## src/rtl/trigger_level.sv

```systemverilog
// Trigger level holder: keeps the on-screen trigger row, maps it back into the
// 14-bit sample domain, and runs an arm/prime/fire trigger search with hysteresis.
module trigger_level #(
  parameter int unsigned Y_MAX   = 119,
  parameter int unsigned Y_RESET = 60,
  parameter int unsigned HYST    = 64
) (
  input  logic        clk,
  input  logic        rst_n,
  input  logic [13:0] in_y,
  input  logic        sample_valid,
  input  logic [2:0]  sel_lines,
  input  logic [1:0]  offset_sel,
  input  logic        level_up,
  input  logic        level_down,
  input  logic        arm,
  input  logic        trig_slope,
  output logic [7:0]  level_y,
  output logic [13:0] level_sample,
  output logic        armed,
  output logic        trig
);

  localparam int unsigned SW = 14;
  localparam int unsigned YW = 8;
  localparam int unsigned TW = 12;
  localparam int unsigned VW = 24;
  localparam int unsigned HW = 15;
  localparam logic [SW-1:0] S_MAX = SW'(16383);
  localparam logic [SW-1:0] S_MID = SW'(8192);

  typedef enum logic [1:0] {IDLE, PRIME, READY, FIRE} state_t;

  // Trigger row counter, saturating at both ends
  always_ff @(posedge clk or negedge rst_n) begin
    if (!rst_n) begin
      level_y <= YW'(Y_RESET);
    end else if (level_up && !level_down && (level_y < YW'(Y_MAX))) begin
      level_y <= level_y + YW'(1);
    end else if (level_down && !level_up && (level_y != '0)) begin
      level_y <= level_y - YW'(1);
    end
  end

  // Scale select decode: shift amount and row constant of the display mapping
  logic [3:0]           shift_c;
  logic signed [TW-1:0] k_c;
  logic signed [TW-1:0] ofs_c;
  logic signed [TW-1:0] t_c;

  always_comb begin
    shift_c = 4'd7;
    k_c     = 12'sd4;
    ofs_c   = 12'sd0;
    case (sel_lines)
      3'b000:  begin shift_c = 4'd7;  k_c = 12'sd4;   end
      3'b001:  begin shift_c = 4'd6;  k_c = 12'sd68;  end
      3'b010:  begin shift_c = 4'd5;  k_c = 12'sd196; end
      3'b011:  begin shift_c = 4'd4;  k_c = 12'sd452; end
      3'b100:  begin shift_c = 4'd7;  k_c = 12'sd4;   end
      3'b101:  begin shift_c = 4'd8;  k_c = -12'sd28; end
      3'b110:  begin shift_c = 4'd9;  k_c = -12'sd44; end
      default: begin shift_c = 4'd10; k_c = -12'sd52; end
    endcase
    case (offset_sel)
      2'b00:   ofs_c = 12'sd0;
      2'b01:   ofs_c = 12'sd20;
      2'b10:   ofs_c = 12'sd40;
      default: ofs_c = -12'sd20;
    endcase
    t_c = $signed({4'b0000, level_y}) + k_c - ofs_c;
  end

  // Stage 1 register; valid flag keeps level_sample at its reset value until real data arrives
  logic                 s1_valid;
  logic signed [TW-1:0] t_q;
  logic [3:0]           shift_q;

  always_ff @(posedge clk or negedge rst_n) begin
    if (!rst_n) begin
      s1_valid <= 1'b0;
      t_q      <= '0;
      shift_q  <= '0;
    end else begin
      s1_valid <= 1'b1;
      t_q      <= t_c;
      shift_q  <= shift_c;
    end
  end

  // Stage 2: shift back into sample units and clamp to the ADC range
  logic signed [VW-1:0] v_c;
  logic [SW-1:0]        ls_c;

  always_comb begin
    v_c  = VW'(t_q) <<< shift_q;
    ls_c = v_c[SW-1:0];
    if (t_q[TW-1]) begin
      ls_c = '0;
    end else if (|v_c[VW-1:SW]) begin
      ls_c = S_MAX;
    end
  end

  always_ff @(posedge clk or negedge rst_n) begin
    if (!rst_n) begin
      level_sample <= S_MID;
    end else if (s1_valid) begin
      level_sample <= ls_c;
    end
  end

  // Hysteresis thresholds around the current level, saturated to the sample range
  logic [HW-1:0] lo_w;
  logic [HW-1:0] hi_w;
  logic [SW-1:0] lo_c;
  logic [SW-1:0] hi_c;

  always_comb begin
    lo_w = {1'b0, level_sample} - HW'(HYST);
    hi_w = {1'b0, level_sample} + HW'(HYST);
    lo_c = lo_w[HW-1] ? '0 : lo_w[SW-1:0];
    hi_c = (hi_w > {1'b0, S_MAX}) ? S_MAX : hi_w[SW-1:0];
  end

  // Trigger FSM
  state_t        state;
  state_t        state_n;
  logic          armed_n;
  logic          trig_n;
  logic          slope_q;
  logic [SW-1:0] ls_prev;
  logic          slope_chg_c;
  logic          ls_chg_c;

  always_comb begin
    state_n     = state;
    slope_chg_c = (trig_slope != slope_q);
    ls_chg_c    = (level_sample != ls_prev);
    case (state)
      IDLE: state_n = IDLE;
      PRIME: begin
        if (slope_chg_c) begin
          state_n = PRIME;
        end else if (sample_valid && (trig_slope ? (in_y > hi_c) : (in_y < lo_c))) begin
          state_n = READY;
        end
      end
      READY: begin
        if (slope_chg_c || ls_chg_c) begin
          state_n = PRIME;
        end else if (sample_valid &&
                     (trig_slope ? (in_y <= level_sample) : (in_y >= level_sample))) begin
          state_n = FIRE;
        end
      end
      default: state_n = IDLE;
    endcase
    if (arm) begin
      state_n = PRIME;
    end
    armed_n = (state_n == PRIME) || (state_n == READY);
    trig_n  = (state_n == FIRE);
  end

  always_ff @(posedge clk or negedge rst_n) begin
    if (!rst_n) begin
      state   <= IDLE;
      armed   <= 1'b0;
      trig    <= 1'b0;
      slope_q <= 1'b0;
      ls_prev <= S_MID;
    end else begin
      state   <= state_n;
      armed   <= armed_n;
      trig    <= trig_n;
      slope_q <= trig_slope;
      ls_prev <= level_sample;
    end
  end

endmodule

```

## config.mk

```make
export PLATFORM = sky130hd
export DESIGN_NAME = trigger_level
export DESIGN_NICKNAME = d
export VERILOG_FILES = /design/src/rtl/trigger_level.sv
export SDC_FILE = /design/constraint.sdc
export NUM_CORES = 1
export LEC_CHECK = 0
export CORE_ASPECT_RATIO = 0.5
export CORE_UTILIZATION = 47
export CTS_CLUSTER_SIZE = 40
export DETAILED_ROUTE_END_ITERATION = 8
export PLACE_DENSITY = 0.65
export SLEW_MARGIN = 5
export SYNTH_ARGS = -nofsm -noshare
export SYNTH_HDL_FRONTEND = slang
export SYNTH_SLANG_ARGS = --single-unit
```

## constraint.sdc

```tcl
create_clock -name clk -period 4.4 [get_ports clk]
set_clock_uncertainty 0.2 [all_clocks]
set_input_delay 0.66 -clock clk [delete_from_list [all_inputs] [get_ports clk]]
set_output_delay 0.66 -clock clk [all_outputs]
set_load 0.05 [all_outputs]
```

==> summary.md, run 1 <==
| Metric | Value |
|---|---|
| All-layer global routing usage | `22.8%` |
| Cells along the critical path | `ha_2, o41ai_1, o221ai_1, nor4bb_1, o22a_2, o21ba_1, ha_1, nand2_1, nor4_1, o31ai_1, a221o_1, and3_1, o21ai_1, ha_1` |
| Vias/cell | `5.56` |
| Final WL | `12400 um` |
| Worst path slowest cell | `dfrtp_1` |
| CP bufs+invs | `0` |
| TritonCTS Buffers | `9` |
| Synth Register Bits | `58` |
| Syn Nets | `708` |
| FMAX | `0.245 GHz` |
| Max Slew Vio Count | `0` |
| Clock Power Share | `15.2%` |
| Starting Density | `49.8%` |
| Cells after DPL | `795` |
| Share of layout cells above drive strength 1 | `8.79%` |
| Number of global-route vias before repair | `4290` |
| Syn_area_per_cell | `8.61 um2` |
| Hold WC Path Type | `in -> async` |
| Sw Pwr | `1.94 mW` |
| Gate power share | `60.5%` |
| Die width | `152 um` |
| Grt total ovfl | `0` |
| Top post-synthesis cells by area | `dfrtp_1 25%, ha_1 16%, nand2_1 4.1%` |
| DRT antenna net count | `0` |
| Crit. End Element | `register` |
| P per Cell Area | `669 mW/mm2` |
| Sw Share | `46.6%` |
| FFs w/ async S/R, synth | `100%` |
| Root Driver | `clkbuf_16` |
| Routability cong. | `0.937` |
| Clock latency on the worst-skew pair | `0.33 ns` |
| Main combinational cell family by area after synthesis | `simple AND/OR/NAND/NOR gates` |
| Leak Pwr | `2.82 nW` |
| # Max-Cap Violations | `0` |
| Maximum buffer depth of the clock tree | `2` |
| Crit Path Max Fanout | `8` |
| Measured slew at the worst slew-check pin | `1.03 ns` |
| I/O Pins | `50` |
| Top cell type's share of synthesized area | `24.8%` |
| Synth Area in XOR/XNOR | `6.17%` |
| CTS sink count | `58` |
| EDFF count, synth | `0` |
| Detailed Routing Iterations Pass 1 | `5` |
| Post-synthesis sequential area ratio | `27.8%` |
| CTS tree | `built` |
| Final worst path period share | `92.8%` |
| Crit-path max cell delay | `0.45 ns` |
| Layout area overhead | `18.4%` |
| PortBufs | `49` |
| Via Count | `4508` |
| Critical Path Start Type | `register` |
| Antenna cells | `0` |
| Origin of the worst setup path | `level_sample[6]$_DFFE_PN0P_` |
| CP delay by family, top | `compound AO/OA/AOI/OAI gates` |
| First DRT Iteration DRCs | `222` |
| Wire length per cell | `15.2 um` |
| Post-synthesis cell area | `0.00525 mm2` |
| Fin cells | `811` |
| DP Wirelength | `9740 um` |
| Post-Synth Simple-Gate Area | `19.3%` |
| CP Class | `reg -> reg` |
| Fin Hold WS | `0.166 ns` |
| First-pass GRT wire length | `20900 um` |
| Post-synthesis mux area share | `4.79%` |
| Data arrival, critical path | `4.09 ns` |
| R2r startpoint | `level_sample[6]$_DFFE_PN0P_` |
| Setup TNS | `0 ns` |
| RSZ-0062 raised after global routing | `no` |
| Cells after Synth | `610` |
| Most instantiated cells after synthesis | `66 x ha_1, 58 x nand2_1, 52 x dfrtp_1` |
| Seq pwr share | `24.3%` |
| Critical Path RT | `4.41 ns` |
| Most frequent CP cell | `ha_1` |
| IR drop worst, VDD | `485 uV` |
| Slew Limit Headroom | `31.4%` |
| Die height | `76.8 um` |
| Residual DRC count | `0` |
| Adder-Cell Fraction of Synth Area | `18.2%` |
| Synth unique cells | `72` |
| Top-count cell post-synth | `ha_1` |
| Final Hold Viols | `0` |
| Nets | `764` |
| CTS clock-pin slew for the worst setup and hold paths | `0.05 ns` |
| Setup-failing EPs final | `0` |
| # H-tree levels | `3` |
| Die area | `0.0116 mm2` |
| Final Util | `59.0%` |
| Internal power | `2.22 mW` |
| CORE AREA | `0.0105 mm2` |
| Main synth FF type | `dfrtp_1` |
| Complex-gate fraction of the synthesized area | `17.7%` |
| Setup Fix Bufs, Post-CTS | `0` |
| Top cell type by total area after synthesis | `dfrtp_1` |
| Status | `finished, final reports clean` |
| Min Tclk post-route | `4.08 ns` |
| Fillers | `967` |
| Pin count of the biggest net entering global routing | `32` |
| Ys Warns | `0` |
| Rows | `26` |
| Initial antenna violation count | `0` |
metrics by stage:
| stage | area (um2) | power (mW) | worst slack, ns |
|---|---|---|---|
| after global placement | 5940 | 3.49 | 0.239 |
| after global routing | 6220 | 4.54 | 0.0573 |
| after CTS | 6220 | 4.19 | 0.180 |
| final | 6220 | 4.16 | 0.318 |
| after detailed placement | 5940 | 3.53 | 0.215 |
| after floorplan | 5250 | 2.84 | 0.258 |
flip-flops by register name, summed over array words and instances (netlist names):
register	flops
level_y	8
s1_valid	1
slope_q	1
trig	1
t_q	12
shift_q	4
armed	1
level_sample	14
state	2
ls_prev	14
layer usage:
metal	global-route usage, %	wire length [um]
met5	0	0
met2	36.5	5600
met1	31.2	6110
met3	5.06	511
met4	5.15	131
cell type report:
class	instances	area (um2)	area share, %
multi-input combinational	477	3480	55.9
sequential	58	1460	23.5
tap	140	175	2.82
clock buffer	13	260	4.18
timing repair buffer	70	643	10.3
inverter	50	188	3.02
clock inverter	3	15.0	0.241
power groups by stage:
stage / Combinational (mW) / Clock, mW / Sequential, mW
after floorplan: 1.60 / 0 / 1.24
after global routing: 2.82 / 0.676 / 1.05
final: 2.52 / 0.633 / 1.01
after global placement: 2.47 / 0 / 1.02
after CTS: 2.53 / 0.651 / 1.01
after detailed placement: 2.51 / 0 / 1.02
placed cells by master, fill, tap and decap left out, types with 3 or more instances in the layout:
cell and count:
ha_1 65, nand2_1 58, dfrtp_1 52, clkdlybuf4s50_1 48
inv_1 47, nor2_1 44, a21oi_1 40, xor2_1 23
o21ai_0 22, buf_4 21, nand3_1 17, nor3_1 17
mux2i_1 15, xnor2_1 14, a31oi_1 14, nand4_1 13
nor4_1 12, nand2b_1 10, o21ai_1 10, nor2b_1 9
o221ai_1 9, clkbuf_16 9, fa_1 6, dfstp_2 6
o31ai_1 5, o21a_1 5, and3_1 4, a21o_1 4
mux2_2 4, inv_2 3, o21bai_1 3, a2111oi_0 3
a211oi_1 3, a21boi_0 3, mux2_1 3, clkinv_2 3
final timing paths:
check                                         end  slack [ns]  cells after the start
setup / recovery                  armed$_DFF_PN0_        0.32                     14
hold / removal                    armed$_DFF_PN0_        0.17                      1
setup reg to reg                  armed$_DFF_PN0_        0.32                     14
hold reg to reg              ls_prev[8]$_DFF_PN0_        0.33                      0
max in group asynchronous  level_y[2]$_DFFE_PN1P_        2.98                      2
min in group clk             ls_prev[8]$_DFF_PN0_        0.33                      0
cells by family after synthesis:
group                    count (synthesis)
flip-flops                              58
other                                    1
buffers and inverters                   75
XOR/XNOR                                37
AO/OA/AOI/OAI                          142
adder cells (fa/ha/maj)                 73
AND/OR/NAND/NOR                        201
multiplexers                            23
timing repair:
action / in CTS / in global routing
hold buffers: 0 / 0
setup endpoints to repair: 0 / 1
gates resized for setup: 0 / 2
(Power assumes the default switching activity.)
==> inputs of run 2 (changes only) <==
- DONT_BUFFER_PORTS: default -> 1
- PLACE_DENSITY: 0.65 -> 0.59
==> run 2 against run 1 <==
Against the previous run:
- die area unchanged
- power down 2.1%
- sequential power up 8%
- clock-buffer cell count down 1
- critical path depth unchanged
- largest power group unchanged
==> summary.md, run 2 (same netlist as run 1, synthesis figures left out) <==
| Metric | Value |
|---|---|
| Status | `finished, final reports clean` |
| Maximum buffer depth of the clock tree | `2 (unchanged)` |
| Die width | `152 um (unchanged)` |
| Commonest non-fill, non-tap cell in the layout | `ha_1` |
| CP Class | `reg -> reg` |
| Largest regs | `level_sample: 14 flops, ls_prev: 14 flops, t_q: 12 flops` |
| All-layer global routing usage | `21.9% (-0.87 points)` |
| TritonCTS Buffers | `9 (unchanged)` |
| Root Driver | `clkbuf_16` |
| R2r startpoint | `level_sample[6]$_DFFE_PN0P_` |
| Final WL | `12100 um (-2.0%)` |
| Final Util | `55.2% (-3.8 points)` |
| Die area | `0.0116 mm2 (unchanged)` |
| Number of global-route vias before repair | `4046 (-5.7%)` |
| CTS sink count | `58 (unchanged)` |
| CORE AREA | `0.0105 mm2 (unchanged)` |
| Min Tclk post-route | `4.04 ns (-0.0375 ns)` |
| Routability cong. | `0.887 (-5.4%)` |
| Wire length per cell | `15.8 um (+3.7%)` |
| CTS tree | `built` |
| IR drop worst, VDD | `322 uV (-34%)` |
| Crit. End Element | `register` |
| PortBufs | `0 (-100%)` |
| Antenna cells | `0 (unchanged)` |
| Final Hold Viols | `0 (unchanged)` |
| Design Area, Final | `0.00582 mm2 (-6.4%)` |
| Most frequent cells in the layout | `66 x ha_1, 58 x nand2_1, 52 x dfrtp_1` |
| Slew Limit Headroom | `24.3% (-7.1 points)` |
| Leak Pwr | `2.66 nW (-5.7%)` |
| Residual DRC count | `0 (unchanged)` |
| Min-delay src | `trig_slope` |
| DRT antenna net count | `0 (unchanged)` |
| RSZ-0062 raised after global routing | `no` |
| Vias/cell | `5.67 (+2.1%)` |
| Multi-input combinational cell area | `0.00348 mm2 (about the same)` |
| # Max-Cap Violations | `0 (unchanged)` |
| Setup-failing EPs final | `0 (unchanged)` |
| Max Slew Vio Count | `0 (unchanged)` |
| Nets | `719 (-5.9%)` |
| Rows | `26 (unchanged)` |
| Setup TNS | `0 ns (unchanged)` |
| # H-tree levels | `3 (unchanged)` |
| Worst Hold Depth | `0` |
| Data arrival, critical path | `4.04 ns (-0.05 ns)` |
| Initial antenna violation count | `0 (unchanged)` |
| Clock latency on the worst-skew pair | `0.32 ns (about the same)` |
| Detailed Routing Iterations Pass 1 | `4 (-1)` |
| Origin of the worst setup path | `level_sample[6]$_DFFE_PN0P_` |
| Register area | `0.00146 mm2 (unchanged)` |
| Starting Density | `49.8% (unchanged)` |
| CTS clock-pin slew for the worst setup and hold paths | `0.05 ns (about the same)` |
| First DRT Iteration DRCs | `255 (+15%)` |
| Worst Reg-to-Reg Cells | `14 (unchanged)` |
| Share of layout cells above drive strength 1 | `9.74% (+0.95 points)` |
| Crit Path Max Fanout | `7 (-1)` |
| DP Wirelength | `9600 um (-1.5%)` |
| Fillers | `993 (+2.7%)` |
| Placed inst area | `0.00547 mm2 (-7.9%)` |
| Final worst path period share | `91.9% (-0.85 points)` |
| Critical Path RT | `4.40 ns (about the same)` |
| Hold WC Path Type | `in -> reg` |
| Die height | `76.8 um (unchanged)` |
| Pin count of the biggest net entering global routing | `59 (+84%)` |
| Fin cells | `766 (-5.5%)` |
| FMAX | `0.247 GHz (+0.93%)` |
| I/O Pins | `50 (unchanged)` |
| Layout area overhead | `10.8%` |
| First-pass GRT wire length | `20100 um (-4.0%)` |
| P per Cell Area | `700 mW/mm2 (+4.6%)` |
| Via Count | `4347 (-3.6%)` |
| Grt total ovfl | `0 (unchanged)` |
| Cells after DPL | `748 (-5.9%)` |
| Critical Path Start Type | `register` |
| Measured slew at the worst slew-check pin | `1.13 ns (+0.102 ns)` |
-- run 2: metal layers --
metal  GRT usage [%]  part of all wire (%)
met1            30.2                    48
met2            35.2                    45
met3            4.52                   5.8
met4            4.95                  0.73
met5               0                     0
-- run 2: critical path: stages, from the launching register on --
cell and delay [ns]:
dfrtp_1 0.39, ha_1 0.27, o41ai_1 0.35, o221ai_1 0.17
nor4bb_1 0.28, o22a_1 0.30, o21ba_1 0.20, ha_1 0.29
nand2_1 0.08, nor4_2 0.31, o31ai_1 0.12, a221o_1 0.35
and3_1 0.17, o21ai_1 0.18, ha_1 0.26
-- run 2: what timing repair did --
action | in CTS | in global routing
hold buffers | 1 | 1
setup buffers | 0 | 0
endpoints found under the hold margin | 58 | 1
gates resized for setup | 0 | 1
setup endpoints to repair | 0 | 1
-- run 2: through the flow --
stage          power (mW)  worst slack [ns]  hold WS, ns
2_1_floorplan        2.84             0.258        0.164
3_3_place_gp         3.33             0.338        0.167
3_5_place_dp         3.36             0.251        0.167
4_1_cts              4.10             0.241      0.00186
5_1_grt              4.44            0.0471        0.153
6_report             4.07             0.356        0.167
-- run 2: layout make-up --
class                      instances  area share [%]
clock buffer                      12            4.41
clock inverter                     4           0.860
inverter                          50            3.22
multi-input combinational        477            59.8
sequential                        58            25.1
tap                              140            3.01
timing repair buffer              25            3.61
-- run 2: final timing paths --
path,end,slack [ns]
max in group asynchronous,ls_prev[13]$_DFF_PN1_,3.04
min in group asynchronous,t_q[9]$_DFF_PN0_,0.64
worst max-delay path,armed$_DFF_PN0_,0.36
worst min register to register,ls_prev[13]$_DFF_PN1_,0.38
worst min-delay path,slope_q$_DFF_PN0_,0.17
worst max register to register,armed$_DFF_PN0_,0.36
-- run 2: report_power, final --
group	total (mW)	switching, mW	internal, mW
sequential	1.09	0.325	0.765
clock	0.702	0.235	0.467
combinational	2.28	1.37	0.914
total	4.07	1.93	2.15
